File: src/rtl/mux_fifo_pkg.sv
// Shared helpers for the multi-channel buffered merge.
//   ptr_w / lvl_w : pointer and level widths derived from FIFO depth
//   level_t       : widest level field any configuration can use
//   rr_pick       : grant selection, round-robin or fixed priority
package mux_fifo_pkg;

  localparam int unsigned MAX_CHAN  = 32;
  localparam int unsigned MAX_LVL_W = 16;

  typedef logic [MAX_LVL_W-1:0] level_t;

  // Read/write pointer width; pointers wrap naturally at DEPTH.
  function automatic int unsigned ptr_w(input int unsigned depth);
    return $clog2(depth);
  endfunction

  // Level width, one bit wider than the pointer so DEPTH is representable.
  function automatic int unsigned lvl_w(input int unsigned depth);
    return $clog2(depth) + 1;
  endfunction

  // mode=0: first requester searching upward from ptr+1 (mod nchan).
  // mode=1: lowest-index requester. Returns 0 when nothing requests.
  function automatic int unsigned rr_pick(input logic [MAX_CHAN-1:0] req,
                                          input int unsigned         ptr,
                                          input int unsigned         nchan,
                                          input logic                mode);
    int unsigned idx;
    logic        found;
    rr_pick = 0;
    found   = 1'b0;
    for (int unsigned i = 0; i < nchan; i++) begin
      if (mode) begin
        idx = i;
      end else begin
        idx = ptr + 1 + i;
        if (idx >= nchan) idx = idx - nchan;
      end
      if (!found && req[5'(idx)]) begin
        rr_pick = idx;
        found   = 1'b1;
      end
    end
  endfunction

endpackage

File: src/rtl/chan_fifo.sv
// One channel FIFO of the merge stage.
//   clk, rst_n : clock, async active-low reset (pointers/level only)
//   push/wdata : write; caller guarantees not full
//   pop        : remove head; caller guarantees not empty
//   rdata      : current head entry
//   level/full : occupancy and full flag, from registered state
module chan_fifo
  import mux_fifo_pkg::*;
#(
  parameter int unsigned WIDTH = 8,
  parameter int unsigned DEPTH = 4
) (
  input  logic                      clk,
  input  logic                      rst_n,
  input  logic                      push,
  input  logic                      pop,
  input  logic [WIDTH-1:0]          wdata,
  output logic [WIDTH-1:0]          rdata,
  output logic [lvl_w(DEPTH)-1:0]   level,
  output logic                      full
);

  localparam int unsigned PW = ptr_w(DEPTH);
  localparam int unsigned LW = lvl_w(DEPTH);

  logic [WIDTH-1:0] mem [DEPTH];
  logic [PW-1:0]    wr_ptr;
  logic [PW-1:0]    rd_ptr;
  logic [LW-1:0]    cnt;

  // Storage carries no reset.
  always_ff @(posedge clk) begin
    if (push) mem[wr_ptr] <= wdata;
  end

  // Pointers and occupancy.
  always_ff @(posedge clk or negedge rst_n) begin
    if (!rst_n) begin
      wr_ptr <= '0;
      rd_ptr <= '0;
      cnt    <= '0;
    end else begin
      if (push) wr_ptr <= wr_ptr + PW'(1);
      if (pop)  rd_ptr <= rd_ptr + PW'(1);
      case ({push, pop})
        2'b10:   cnt <= cnt + LW'(1);
        2'b01:   cnt <= cnt - LW'(1);
        default: cnt <= cnt;
      endcase
    end
  end

  assign rdata = mem[rd_ptr];
  assign level = cnt;
  assign full  = (cnt == LW'(DEPTH));

endmodule

File: src/rtl/mux_fifo_rr.sv
// Multi-channel buffered merge: NCHAN FIFOs drained onto one valid/ready
// stream by a round-robin (PRIO_MODE=0) or fixed-priority (1) arbiter.
//   in_valid/in_ready/in_data : per-channel push side, in_ready = not full
//   out_valid/out_ready       : merged output handshake
//   out_data/out_chan         : head entry and its channel, 0 when idle
//   level                     : per-channel occupancy, LW bits each
module mux_fifo_rr
  import mux_fifo_pkg::*;
#(
  parameter int unsigned WIDTH     = 8,
  parameter int unsigned DEPTH     = 4,
  parameter int unsigned NCHAN     = 4,
  parameter int unsigned PRIO_MODE = 0
) (
  input  logic                              clk,
  input  logic                              rst_n,
  input  logic [NCHAN-1:0]                  in_valid,
  output logic [NCHAN-1:0]                  in_ready,
  input  logic [NCHAN*WIDTH-1:0]            in_data,
  output logic                              out_valid,
  input  logic                              out_ready,
  output logic [WIDTH-1:0]                  out_data,
  output logic [$clog2(NCHAN)-1:0]          out_chan,
  output logic [NCHAN*lvl_w(DEPTH)-1:0]     level
);

  localparam int unsigned CW = $clog2(NCHAN);
  localparam int unsigned LW = lvl_w(DEPTH);

  logic [WIDTH-1:0] head [NCHAN];
  logic [LW-1:0]    lvl  [NCHAN];
  logic [NCHAN-1:0] full;
  logic [NCHAN-1:0] nonempty;
  logic [NCHAN-1:0] push;
  logic [NCHAN-1:0] pop;

  logic          lock_q,     lock_d;
  logic [CW-1:0] lock_chan_q, lock_chan_d;
  logic [CW-1:0] rr_ptr_q,   rr_ptr_d;
  logic [CW-1:0] pick;
  logic [CW-1:0] gnt;
  logic          valid;
  logic          xfer;

  // Per-channel FIFOs; push is gated by registered full only.
  for (genvar c = 0; c < NCHAN; c++) begin : g_chan
    chan_fifo #(.WIDTH(WIDTH), .DEPTH(DEPTH)) u_fifo (
      .clk   (clk),
      .rst_n (rst_n),
      .push  (push[c]),
      .pop   (pop[c]),
      .wdata (in_data[c*WIDTH +: WIDTH]),
      .rdata (head[c]),
      .level (lvl[c]),
      .full  (full[c])
    );
    assign nonempty[c]         = (lvl[c] != '0);
    assign in_ready[c]         = ~full[c];
    assign push[c]             = in_valid[c] & ~full[c];
    assign pop[c]              = xfer & (gnt == CW'(c));
    assign level[c*LW +: LW]   = lvl[c];
  end

  // Arbiter state: held grant while stalled, round-robin pointer.
  always_ff @(posedge clk or negedge rst_n) begin
    if (!rst_n) begin
      lock_q      <= 1'b0;
      lock_chan_q <= '0;
      rr_ptr_q    <= CW'(NCHAN - 1);
    end else begin
      lock_q      <= lock_d;
      lock_chan_q <= lock_chan_d;
      rr_ptr_q    <= rr_ptr_d;
    end
  end

  // Grant selection and next arbiter state.
  always_comb begin
    pick        = CW'(rr_pick(MAX_CHAN'(nonempty), 32'(rr_ptr_q), NCHAN,
                              PRIO_MODE != 0));
    gnt         = lock_q ? lock_chan_q : pick;
    valid       = lock_q | (|nonempty);
    xfer        = valid & out_ready;
    lock_d      = valid & ~out_ready;
    lock_chan_d = gnt;
    rr_ptr_d    = xfer ? gnt : rr_ptr_q;
  end

  assign out_valid = valid;
  assign out_chan  = valid ? gnt : '0;
  assign out_data  = valid ? head[gnt] : '0;

endmodule
File: config.mk
export PLATFORM = sky130hd
export DESIGN_NAME = mux_fifo_rr
export DESIGN_NICKNAME = d
export VERILOG_FILES = /design/src/rtl/mux_fifo_pkg.sv /design/src/rtl/chan_fifo.sv /design/src/rtl/mux_fifo_rr.sv
export SDC_FILE = /design/constraint.sdc
export NUM_CORES = 1
export LEC_CHECK = 0
export ABC_AREA = 1
export BUFFER_PORTS_ARGS = -buffer_cell sky130_fd_sc_hd__clkbuf_2
export CORE_UTILIZATION = 50
export DETAILED_ROUTE_END_ITERATION = 16
export PLACE_DENSITY_LB_ADDON = 0.08
export REMOVE_ABC_BUFFERS = 1
export SYNTH_ARGS = -nofsm -noshare
export SYNTH_HDL_FRONTEND = slang
export SYNTH_SLANG_ARGS = --single-unit
File: constraint.sdc
create_clock -name clk -period 3.3 [get_ports clk]
set_input_delay 0.825 -clock clk [delete_from_list [all_inputs] [get_ports clk]]
set_output_delay 0.825 -clock clk [all_outputs]
set_load 0.05 [all_outputs]
== After elaboration in Yosys (flattened, before gate mapping) ==
Memories as Yosys holds them, arrays and structs flattened.
Index checks and enable logic that the tools add are counted.

* Register bits: 33
* Bits in writable memories: 128
* Input port bits: 39
* Output and inout bits: 27
* Logic and storage cells: 137
* Memories kept: 4

* $add $sub $neg: 24
* Magnitude comparators: 9
* Equal/unequal tests: 15
* Muxes and demuxes: 37
* Bitwise gates (word level): 17
* Reduce and logical (&&, ||, !) cells: 16

{| class="wikitable"
|+ Memory list
! name !! depth !! bits a word !! rd ports !! clocked after Yosys merged registers in !! write ports !! line !! RTL
|-
| g_chan[0].u_fifo.mem || 4 || 8 || 1 || 0 || 1 || chan_fifo.sv:26 || <nowiki>logic [WIDTH-1:0] mem [DEPTH];</nowiki>
|-
| g_chan[1].u_fifo.mem || 4 || 8 || 1 || 0 || 1 || chan_fifo.sv:26 ||
|-
| g_chan[2].u_fifo.mem || 4 || 8 || 1 || 0 || 1 || chan_fifo.sv:26 ||
|-
| g_chan[3].u_fifo.mem || 4 || 8 || 1 || 0 || 1 || chan_fifo.sv:26 ||
|}

{| class="wikitable"
|+ Operator list
! operator !! count
|-
| $ge A32 B3 Y1 const B || 1
|-
| $lt A5 B6 Y1 const B || 4
|-
| $mux W8 || 3
|-
| $pmux W3 S2 || 4
|-
| $bmux W1 S5 || 4
|-
| $mux W5 || 4
|-
| $add A2 B1 Y2 const B || 8
|-
| $bmux W8 S2 || 1
|-
| $mux W1 || 15
|-
| $sub A4 B3 Y5 const B || 3
|-
| $add A3 B1 Y3 const B || 4
|-
| $eq A2 B2 Y1 const B || 6
|-
| $eq A3 B3 Y1 const B || 4
|-
| $ge A4 B3 Y1 const B || 3
|-
| $mux W2 || 6
|-
| $reduce_bool A3 Y1 || 4
|-
| $sub A3 B1 Y3 const B || 4
|-
| $and A1 B1 Y1 || 10
|-
| $eq A2 B1 Y1 const B || 5
|-
| $add A3 B2 Y4 const B || 2
|-
| $reduce_bool A2 Y1 || 4
|-
| $not A1 Y1 || 5
|-
| $add A3 B1 Y4 const B || 1
|-
| $reduce_or A4 Y1 || 1
|-
| other kinds (8) || 12
|}

== Depth between registers and ports, before layout ==
Gate-level depths: netlist (run 1).

* Word-level depth: 21
* Gate-level depth with buffers: 23
* Depth with buffers taken out: 22

== Hierarchy ==
From an unflattened synthesis (run 1), not the netlist that was laid out.

* Cells, all modules: 812
* Area, all modules: 8032.7 sq um

{| class="wikitable"
|+ By module, submodules not included
! module !! instances !! cells an instance !! area an instance (sq um) !! seq. area each (sq um)
|-
| chan_fifo at g_chan[0].u_fifo ... || 3 || 155 || 1736.7 || 1136.1
|-
| chan_fifo at g_chan[1].u_fifo || 1 || 155 || 1740.4 || 1136.1
|-
| mux_fifo_rr || 1 || 192 || 1082.3 || 127.6
|}

== Worst setup path before layout (run 1) ==
No wires, ideal clock.

* Kind: reg-to-output
* Start: register rr_ptr_q[0]
* End: output port out_data[1]
* Data arrival time: 2967 ps
* Data required time: 2475 ps
* Setup slack: -492 ps
* Cell stages (with the launch flop): 18
* Buffers on the path: 2
* Path through: dfstp_2 -> buf_6 -> inv_6 -> ha_1 -> inv_2 -> nor2_4 -> o21ai_0 -> nand3_2 -> nand2_2 -> nor2_4 -> nand3_1 -> nand2_2 -> nor2_2 -> nor2_4 -> buf_6 -> nand2_1 -> nor2_1 -> nor2_1

* Word-level cells in the longest chain between the ends: 21
* Elaborated cells between the ends (all ways): 43
* Classes of those cells: 8 x add/sub; 4 x order compare; 24 x mux; 1 x bitwise; 6 x reduce/logical

{| class="wikitable"
|+ RTL lines
! element !! line !! RTL
|-
| start, declared || mux_fifo_rr.sv:39 || <nowiki>logic [CW-1:0] rr_ptr_q, rr_ptr_d;</nowiki>
|-
| start signal, assigned || mux_fifo_rr.sv:69 || <nowiki>rr_ptr_q <= CW'(NCHAN - 1);</nowiki>
|-
| start signal, assigned || mux_fifo_rr.sv:73 || <nowiki>rr_ptr_q <= rr_ptr_d;</nowiki>
|-
| $add A2 B1 Y3 * || mux_fifo_pkg.sv:36 || <nowiki>idx = ptr + 1 + i;</nowiki>
|-
| $ge A32 B3 Y1 or $sub A3 B3 Y4 (tied branches) || mux_fifo_pkg.sv:37 || <nowiki>if (idx >= nchan) idx = idx - nchan;</nowiki>
|-
| $mux W5 || mux_fifo_pkg.sv:37 ||
|-
| $bmux W1 S5 || mux_fifo_pkg.sv:39 || <nowiki>if (!found && req[5'(idx)]) begin</nowiki>
|-
| $mux W1 (not written as such) || mux_fifo_pkg.sv:39 ||
|-
| $mux W1 || mux_fifo_pkg.sv:39 ||
|-
| $logic_not A1 Y1 || mux_fifo_pkg.sv:39 ||
|-
| $logic_and A1 B1 Y1 || mux_fifo_pkg.sv:39 ||
|-
| [... 5 more ...] || - ||
|-
| $logic_and A1 B1 Y1 || mux_fifo_pkg.sv:39 ||
|-
| $mux W2 * || mux_fifo_pkg.sv:39 ||
|-
| $mux W2 * || mux_fifo_rr.sv:81 || <nowiki>gnt = lock_q ? lock_chan_q : pick;</nowiki>
|-
| via gnt[1] || mux_fifo_rr.sv:41 || <nowiki>logic [CW-1:0] gnt;</nowiki>
|-
| $not A2 Y3 (not written as such) * || mux_fifo_rr.sv:91 || <nowiki>assign out_data = valid ? head[gnt] : '0;</nowiki>
|-
| $bmux W8 S2 * || mux_fifo_rr.sv:91 ||
|-
| $mux W8 (not written as such) * (2 in a row) || mux_fifo_rr.sv:91 ||
|-
| $mux W8 * || mux_fifo_rr.sv:91 ||
|-
| end, declared || mux_fifo_rr.sv:22 || <nowiki>output logic [WIDTH-1:0] out_data,</nowiki>
|}

The timed path passes the listed nets; every way through them passes the cells marked *. The select of a mux whose other input is x is not followed.

== Final worst setup path (run 1) ==
* Start: register rr_ptr_q[0]
* End: output port out_data[0]

* Word-level cells in the longest chain between the ends: 21
* Elaborated cells between the ends (all ways): 43
* Classes of those cells: 8 x add/sub; 4 x order compare; 24 x mux; 1 x bitwise; 6 x reduce/logical

{| class="wikitable"
|+ RTL lines
! element !! line
|-
| $add A2 B1 Y3 * || mux_fifo_pkg.sv:36
|-
| $ge A32 B3 Y1 or $sub A3 B3 Y4 (tied branches) || mux_fifo_pkg.sv:37
|-
| $mux W5 || mux_fifo_pkg.sv:37
|-
| $bmux W1 S5 || mux_fifo_pkg.sv:39
|-
| $mux W1 (not written as such) || mux_fifo_pkg.sv:39
|-
| $mux W1 || mux_fifo_pkg.sv:39
|-
| $logic_not A1 Y1 || mux_fifo_pkg.sv:39
|-
| $logic_and A1 B1 Y1 || mux_fifo_pkg.sv:39
|-
| [... 4 more ...] || -
|-
| $logic_not A1 Y1 || mux_fifo_pkg.sv:39
|-
| $logic_and A1 B1 Y1 || mux_fifo_pkg.sv:39
|-
| $mux W2 * || mux_fifo_pkg.sv:39
|-
| $mux W2 * || mux_fifo_rr.sv:81
|-
| $not A2 Y3 (not written as such) * || mux_fifo_rr.sv:91
|-
| $bmux W8 S2 * || mux_fifo_rr.sv:91
|-
| $mux W8 (not written as such) * (2 in a row) || mux_fifo_rr.sv:91
|-
| $mux W8 * || mux_fifo_rr.sv:91
|}

Every way passes the cells marked *; elsewhere a longest branch is shown, timed or not. The select of a mux whose other input is x is not followed.

==> flow_summary.yaml, run 1 <==
outcome:
  outcome: "finished with violations"
  violations: "negative setup slack"
placed_design:
  gp_congestion: 0.925
  hpwlAfterDp_microns: 11400
  portBuffers: 65
floorplan:
  die-height_microns: 124
  ioPinCount: 66
  core_area_sq_um: 14500
  initial_utilization_pct: 51.2
  rows: 44
  die_x_microns: 124
  dieArea_sq_um: 15400
synth:
  synth_ff_type: "edfxtp_1"
  synthArstFlopShare_pct: 20.5
  synthCells: 680
  synth-adder-area-share_pct: 5.28
  yosysSeqAreaShare_pct: 62.8
  synth_top_family_by_area: "simple AND/OR/NAND/NOR gates"
  synth_edf_count: 128
  synth_xor_area_share_pct: 1.88
  yosysTopAreaCellShare_pct: 51.6
  synth.area.top_cells: "edfxtp_1, dfrtp_1, nor2_1, nand2_1, ha_1"
  synthMuxAreaShare_pct: 0
  ys_types: 37
  syn-cell-area_sq_um: 7440
  synth-compound-area-share_pct: 8.84
  syn_avg_cell_area_sq_um: 10.9
  yosysWarnings: 0
  ys_ff_latch: 161
  synth-simple-area-share_pct: 16.5
  synth_area_leader_cell: "edfxtp_1"
clock_network:
  cts_root_buf: "clkbuf_16"
  numCtsBuffers: 17
  ctsHoldBuffers: 0
  clk_latency_ns: 0.43
  clockBufferDepth: 2
  path_clk_slew_ns: 0.06
  cts.sinks: 161
  cts_tree: "done"
  h-tree-depth: 4
sta:
  hold_viol: 0
  worst_pin_slew_ns: 0.931
  min_period_over_period_pct: 116
  relSlewSlack_pct: 37.9
  clock.fmax_ghz: 0.261
  skew_ns: 0.00723
  rsz0062_at_grt: "true"
  setup_ws_ns: -0.530
  layout_min_cycle_time_ns: 3.83
  setup_viol: 14
  finalSetupTns_ns: -5.12
  drv_slew: 0
setup_path:
  critical_path.endpoint: "out_data[0]"
  r2r_slack_ns: -0.19
  cpMostUsedCell: "nor2_4"
  critical_path.max_stage_delay_ns: 0.57
  r2r-end: "g_chan[1].u_fifo.level[2]"
  critical_path_class: "reg2out"
  critPathRequiredTime_ns: 2.47
  worstPathCellList: "inv_6, ha_4, inv_4, nor2_4, nor2_4, inv_4, a21oi_2, nor3_2, nand3_1, nand2_2, nor2_4, nor2_4, nand2_1, nor2_2, nor2_4, buf_12"
  cp_top_family: "simple AND/OR/NAND/NOR gates"
  rr_startpoint: "rr_ptr_q[0]"
  cp-startpoint: "rr_ptr_q[0]"
  cp-start-kind: "flop"
  worst-endpoint-arrival_ns: 3.00
  critical_path_cell_count: 16
  cp_slowest_cell: "dfstp_2"
  crit_buf_inv: 4
  cp_max_fo: 4
  r2r_cells: 22
  endpoint_kind: "output pin"
grt:
  overflow: 0
  grt_usage_pct: 23.7
  grt_pass1_vias: 5193
  grt_max_degree: 34
  grt_pass1_wl_microns: 26300
  antenna_found_initial: 0
drt:
  via_per_inst: 5.41
  first_pass_iters: 5
  wl_per_cell_microns: 17.6
  wl_microns: 17400
  wl_met2_microns: 8460
  via_count: 5342
  wl_met1_microns: 7350
  route.detailed.drc: 0
  postRouteAntennaNets: 0
  highest_layer: "met4"
  drt_iter0_markers: 367
  routed-wl-met3_microns: 1040
worst_hold_path:
  hold_class: "in2async"
finish:
  multi_input_area_sq_um: 2770
  mostFrequentLayoutCells: "edfxtp_1, nand2_1, nor2_1"
  final_common_cell: "edfxtp_1"
  nets: 858
  drive_above_1_share_pct: 29.5
  area_growth_pct: 26.3
  seq_area_sq_um: 4670
  antenna_cells_inserted: 0
  fillers: 1135
job:
  cap_violations: 0
## through the flow
stage,instance area [sq um],hold slack (ns),cells,worst slack (ns),util (%)
floorplan,7330,0.521,657,-0.600,-
global placement,8220,0.512,937,-0.242,56.5
detailed placement,8220,0.520,937,-0.279,56.5
CTS,9190,0.529,984,-0.433,63.2
global route,9410,0.545,987,-0.653,64.7
finish,9410,0.529,987,-0.530,64.7
## worst min path at each step
stage                         startpoint  cells past startpoint  slack [ns]                        end
2_1_floorplan                rr_ptr_q[1]                      2        0.52                rr_ptr_q[1]
3_3_place_gp   g_chan[1].u_fifo.level[0]                      1        0.51  g_chan[1].u_fifo.level[0]
3_5_place_dp   g_chan[1].u_fifo.level[0]                      1        0.52  g_chan[1].u_fifo.level[0]
4_1_cts        g_chan[1].u_fifo.level[0]                      1        0.53  g_chan[1].u_fifo.level[0]
5_1_grt        g_chan[1].u_fifo.level[0]                      1        0.55  g_chan[1].u_fifo.level[0]
6_report                           rst_n                      1        0.53  g_chan[0].u_fifo.level[0]
## registers in the layout (all words and copies together) (netlist names)
signal / count
g_chan.u_fifo.level: 12
g_chan.u_fifo.rd_ptr: 8
rr_ptr_q: 2
lock_chan_q: 2
g_chan.u_fifo.mem: 128
g_chan.u_fifo.wr_ptr: 8
lock_q: 1
## timing repair
item                                    CTS  global route
gates resized for setup                  60            60
endpoints found under the setup margin   16            19
pin swaps                                15            25
buffers inserted                         12             3
cloned                                    3             0
## worst register-to-register path, stage by stage, from the launching register on
cell     delay (ns)
dfstp_2        0.57
inv_6          0.04
ha_4           0.29
inv_4          0.04
nor2_4         0.14
nor2_4         0.07
inv_4          0.08
a21oi_2        0.04
nor3_2         0.28
nand3_4        0.13
buf_4          0.17
nand2_8        0.09
nand2_8        0.08
nand2_8        0.10
buf_6          0.13
nand2_4        0.07
nor2_4         0.13
ha_1           0.15
inv_1          0.06
fa_2           0.34
a21oi_1        0.14
o21ai_1        0.09
xor2_1         0.14
## per-layer routing
metal / up-vias / global-route usage, %
li1: 2572 / -
met5: - / 0
met2: 141 / 38.7
met1: 2593 / 29.3
met3: 36 / 6.64
met4: 0 / 10.3
## synth_stat cells (2+ instances only)
library cell  count
dfrtp_1          31
clkinv_1          5
xnor2_1           5
inv_2             4
edfxtp_1        128
nor2_1          103
xor2_1           11
nor3_1            2
buf_1             2
nor2_2            4
ha_1             25
clkbuf_1         15
fa_1              4
nand3_2           4
nand2_4           2
nor2_4            6
buf_4             2
o22ai_1          24
o21ai_0          62
inv_1            50
dfstp_2           2
buf_6             3
nand2_1          96
nand2_2           5
a32o_1            8
a21oi_1          18
nand3_1          49
## area by class of cell
cell class	instances	area share (%)
clock buffer	18	4.56
clock inverter	14	1.97
inverter	61	2.61
multi-input combinational	437	29.5
sequential	161	49.7
tap	184	2.45
timing repair buffer	112	9.26
## cell families after synthesis
logic type,count (synthesis)
compound gates,115
xor+xnor,16
flops,161
buf+inv,84
simple gates,275
fa+ha+maj,29
Power of run 1 is not shown: default switching activity piles up to over one toggle a cycle in this logic, so the estimate is an artifact.
==> run 2: changes to the inputs <==
Settings changed: GPL_ROUTABILITY_DRIVEN from default to 0, PLACE_DENSITY from default to 0.71, PLACE_DENSITY_LB_ADDON 0.08 to default.
==> flow_summary.yaml, run 2 (synthesis results as in run 1) <==
drt:
  route.detailed.drc: 0
  postRouteAntennaNets: 0
  wl_microns: 18000
  first_pass_iters: 5
  via_per_inst: 5.51
  wl_per_cell_microns: 18.1
  routed-wl-met3_microns: 1220
  drt_iter0_markers: 583
  wl_met2_microns: 9300
  via_count: 5487
  highest_layer: "met4"
  wl_met1_microns: 7100
sta:
  skew_ns: 0.0134
  rsz0062_at_grt: "true"
  hold_slack_ns: 0.521
  layout_min_cycle_time_ns: 3.87
  hold_viol: 0
  setup_ws_ns: -0.571
  clock.fmax_ghz: 0.258
  setup_viol: 16
  worst_pin_slew_ns: 0.935
  relSlewSlack_pct: 37.7
  min_period_over_period_pct: 117
  drv_slew: 0
grt:
  overflow: 0
  grt_usage_pct: 24.3
  grt_pass1_wl_microns: 27100
  grt_max_degree: 34
  grt_pass1_vias: 5409
  antenna_found_initial: 0
setup_path:
  worstPathCellList: "inv_6, ha_4, inv_4, nor2_4, nor2_4, inv_4, nand2_4, nand3_4, nand2_2, nor2_4, nand3_2, nand2_4, o21bai_4, buf_12, nand3_2, nand2_1, nor2_2, buf_8"
  cpMostUsedCell: "nor2_4"
  critPathRequiredTime_ns: 2.47
  cp-start-kind: "flop"
  critical_path.max_stage_delay_ns: 0.60
  endpoint_kind: "output pin"
  worst-endpoint-arrival_ns: 3.05
  cp_max_fo: 9
  critical_path_class: "reg2out"
  crit_buf_inv: 5
  cp_top_family: "simple AND/OR/NAND/NOR gates"
  cp_slowest_cell: "dfstp_2"
clock_network:
  ctsHoldBuffers: 0
  cts_root_buf: "clkbuf_16"
  h-tree-depth: 4
  path_clk_slew_ns: 0.06
  clk_latency_ns: 0.44
  clockBufferDepth: 2
  cts.sinks: 161
  numCtsBuffers: 17
  cts_tree: "done"
finish:
  antenna_cells_inserted: 0
  nets: 867
  area_growth_pct: 26.5
  drive_above_1_share_pct: 30.7
  largest-register: "g_chan.u_fifo.mem"
  mostFrequentLayoutCells: "edfxtp_1, nor2_1, nand2_1"
  largest_reg_flops: 128
  final_common_cell: "edfxtp_1"
floorplan:
  initial_utilization_pct: 51.2
  dieArea_sq_um: 15400
  die-height_microns: 124
  rows: 44
  core_area_sq_um: 14500
  die_x_microns: 124
  ioPinCount: 66
placed_design:
  place_ws_ns: -0.352
  hpwlAfterDp_microns: 11700
  portBuffers: 65
worst_hold_path:
  hold_class: "in2async"
outcome:
  outcome: "finished with violations"
  violations: "negative setup slack"
job:
  cap_violations: 0
## run 2: per-stage QoR
stage               utilization, %  instances  area, sq um  setup TNS [ns]
CTS                           63.1        993         9180           -4.66
floorplan                        -        657         7330           -4.99
global route                  64.8        996         9420           -8.79
global placement              57.2        951         8310           -2.23
detailed placement            57.2        951         8310           -4.23
finish                        64.8        996         9420           -6.68
## run 2: area by class of cell
| cell class | count | area, sq um |
|---|---|---|
| Clock inverter | 11 | 131 |
| Tap cell | 184 | 230 |
| Fill cell | 1087 | 5120 |
| Clock buffer | 21 | 450 |
| Inverter | 61 | 239 |
| Timing Repair Buffer | 120 | 893 |
| Multi-Input combinational cell | 438 | 2800 |
| Sequential cell | 161 | 4670 |
## run 2: routing by layer
| layer | vias to the layer above | global-route usage, % |
|---|---|---|
| li1 | 2584 | - |
| met1 | 2682 | 28.9 |
| met2 | 189 | 40.8 |
| met3 | 32 | 7.05 |
| met4 | 0 | 11.1 |
| met5 | - | 0 |
## run 2: what timing repair did
item	4_1_cts	5_1_grt
pin swaps	15	28
setup endpoints to repair	18	18
buffers inserted	8	2
gates resized for setup	58	60
cloned	2	1
## run 2: worst paths after layout
check,from,endpoint,slack [ns],depth (start not counted)
worst max-delay path,rr_ptr_q[0],out_data[5],-0.57,18
worst min-delay path,rst_n,g_chan[0].u_fifo.wr_ptr[0],0.52,1
worst max register to register,rr_ptr_q[0],g_chan[3].u_fifo.level[2],-0.35,25
worst min register to register,g_chan[1].u_fifo.level[0],g_chan[1].u_fifo.level[0],0.52,1
max in group asynchronous,rst_n,g_chan[2].u_fifo.wr_ptr[0],2.19,1
min in group clk,g_chan[1].u_fifo.level[0],g_chan[1].u_fifo.level[0],0.52,1
Power of run 2 is left out for the same reason.
==> run 3: changes to the inputs <==
Settings changed: RECOVER_POWER from default to 25.
==> flow_summary.yaml, run 3 (synthesis results as in run 1) <==
setup_path:
  r2r_slack_ns: -0.35
  cp_max_fo: 9
  r2r-end: "g_chan[3].u_fifo.level[2]"
  critical_path_cell_count: 18
  rr_startpoint: "rr_ptr_q[0]"
  cp_top_family: "simple AND/OR/NAND/NOR gates"
  endpoint_kind: "output pin"
  worst-endpoint-arrival_ns: 3.04
  cp-start-kind: "flop"
  crit_buf_inv: 5
  critical_path.max_stage_delay_ns: 0.60
  critical_path_class: "reg2out"
  r2r_cells: 25
  critPathRequiredTime_ns: 2.47
  cpMostUsedCell: "nor2_4"
  cp_slowest_cell: "dfstp_2"
  cp-startpoint: "rr_ptr_q[0]"
  worstPathCellList: "inv_6, ha_4, inv_4, nor2_4, nor2_4, inv_4, nand2_4, nand3_4, nand2_2, nor2_4, nand3_2, nand2_4, o21bai_4, buf_12, nand3_2, nand2_1, nor2_2, buf_12"
  critical_path.endpoint: "out_data[0]"
clock_network:
  h-tree-depth: 4
  cts_tree: "done"
  path_clk_slew_ns: 0.06
  cts_root_buf: "clkbuf_16"
  clk_latency_ns: 0.44
  cts.sinks: 161
  ctsHoldBuffers: 0
  clockBufferDepth: 2
  numCtsBuffers: 17
grt:
  grt_pass1_vias: 5409
  overflow: 0
  antenna_found_initial: 0
  grt_usage_pct: 24.3
  grt_max_degree: 34
  grt_pass1_wl_microns: 27100
finish:
  area_growth_pct: 26.1
  drive_above_1_share_pct: 28.0
  multi_input_area_sq_um: 2800
  largest-register: "g_chan.u_fifo.mem"
  fillers: 1104
  stdcell_area_sq_um: 9390
  antenna_cells_inserted: 0
  nets: 867
  largest_reg_flops: 128
  seq_area_sq_um: 4670
  final_common_cell: "edfxtp_1"
  mostFrequentLayoutCells: "edfxtp_1, nor2_1, nand2_1"
sta:
  layout_min_cycle_time_ns: 3.86
  hold_viol: 0
  hold_slack_ns: 0.523
  drv_slew: 0
  setup_viol: 16
  min_period_over_period_pct: 117
  rsz0062_at_grt: "true"
  clock.fmax_ghz: 0.259
  setup_ws_ns: -0.564
  skew_ns: 0.0139
  relSlewSlack_pct: 37.4
  worst_pin_slew_ns: 0.940
drt:
  via_per_inst: 5.54
  postRouteAntennaNets: 0
  first_pass_iters: 6
  wl_microns: 18000
  route.detailed.drc: 0
  wl_per_cell_microns: 18.1
  via_count: 5519
  drt_iter0_markers: 524
worst_hold_path:
  hold_class: "in2async"
outcome:
  violations: "negative setup slack"
  outcome: "finished with violations"
floorplan:
  core_area_sq_um: 14500
  initial_utilization_pct: 51.2
  die_x_microns: 124
  rows: 44
  dieArea_sq_um: 15400
  ioPinCount: 66
  die-height_microns: 124
placed_design:
  dpl_cell_area_sq_um: 8310
  portBuffers: 65
  hpwlAfterDp_microns: 11700
job:
  cap_violations: 0
[run 3: cell types whose count changed in the layout (fill, tap and decap cells not counted)]
cell / before / now
clkbuf_1: 3 / 25
clkbuf_2: 55 / 33
[run 3: metal layers]
layer  up-vias  track usage [%]  share of wire, %
li1       2583                -                 -
met1      2692             28.9                39
met2       206             40.8                51
met3        38             7.05               6.8
met4         0             11.1               2.4
met5         -                0                 0
[run 3: worst min path at each step]
stage | to | startpoint | cells past startpoint
finish | g_chan[0].u_fifo.wr_ptr[1] | rst_n | 1
global route | g_chan[1].u_fifo.level[0] | g_chan[1].u_fifo.level[0] | 1
CTS | g_chan[1].u_fifo.level[0] | g_chan[1].u_fifo.level[0] | 1
detailed placement | g_chan[1].u_fifo.level[0] | g_chan[1].u_fifo.level[0] | 1
global placement | g_chan[0].u_fifo.level[0] | g_chan[0].u_fifo.level[0] | 1
floorplan | rr_ptr_q[1] | rr_ptr_q[1] | 2
[run 3: timing repair]
action	in CTS	in global routing
cloned	2	1
pin swaps	15	28
resized for setup	58	60
endpoints found under the setup margin	18	18
buffers inserted	8	2
[run 3: layout make-up]
type,instances,share of cell area (%)
clock buffers,21,4.80
clock inverters,11,1.40
inverters,61,2.55
multi-input cells,438,29.8
flip-flops and latches,161,49.8
well taps,184,2.45
repair buffers,120,9.22
[run 3: worst register-to-register path, cell delays in order (launching register included)]
cell and delay (ns):
dfstp_2 0.60, inv_6 0.05, ha_4 0.31, inv_4 0.05
nor2_4 0.15, nor2_4 0.08, inv_4 0.07, nand2_4 0.06
nand3_4 0.09, nand2_2 0.07, nor2_4 0.15, nand3_4 0.12
buf_6 0.14, nand2_8 0.08, nand2_8 0.07, nand2_8 0.10
buf_4 0.13, buf_6 0.09, nand2_4 0.07, nor2_4 0.13
ha_4 0.15, inv_2 0.04, fa_2 0.37, a21oi_2 0.14
o21ai_2 0.08, xor2_1 0.14
[run 3: stage by stage]
stage | setup TNS [ns] | worst slack [ns] | utilization (%) | std cells
after floorplan | -4.99 | -0.600 | - | 657
after global placement | -2.23 | -0.244 | 57.2 | 951
after detailed placement | -4.23 | -0.352 | 57.2 | 951
after CTS | -4.66 | -0.449 | 63.1 | 993
after global routing | -8.79 | -0.679 | 64.6 | 996
final | -6.65 | -0.564 | 64.6 | 996
Power of run 3 is left out for the same reason.
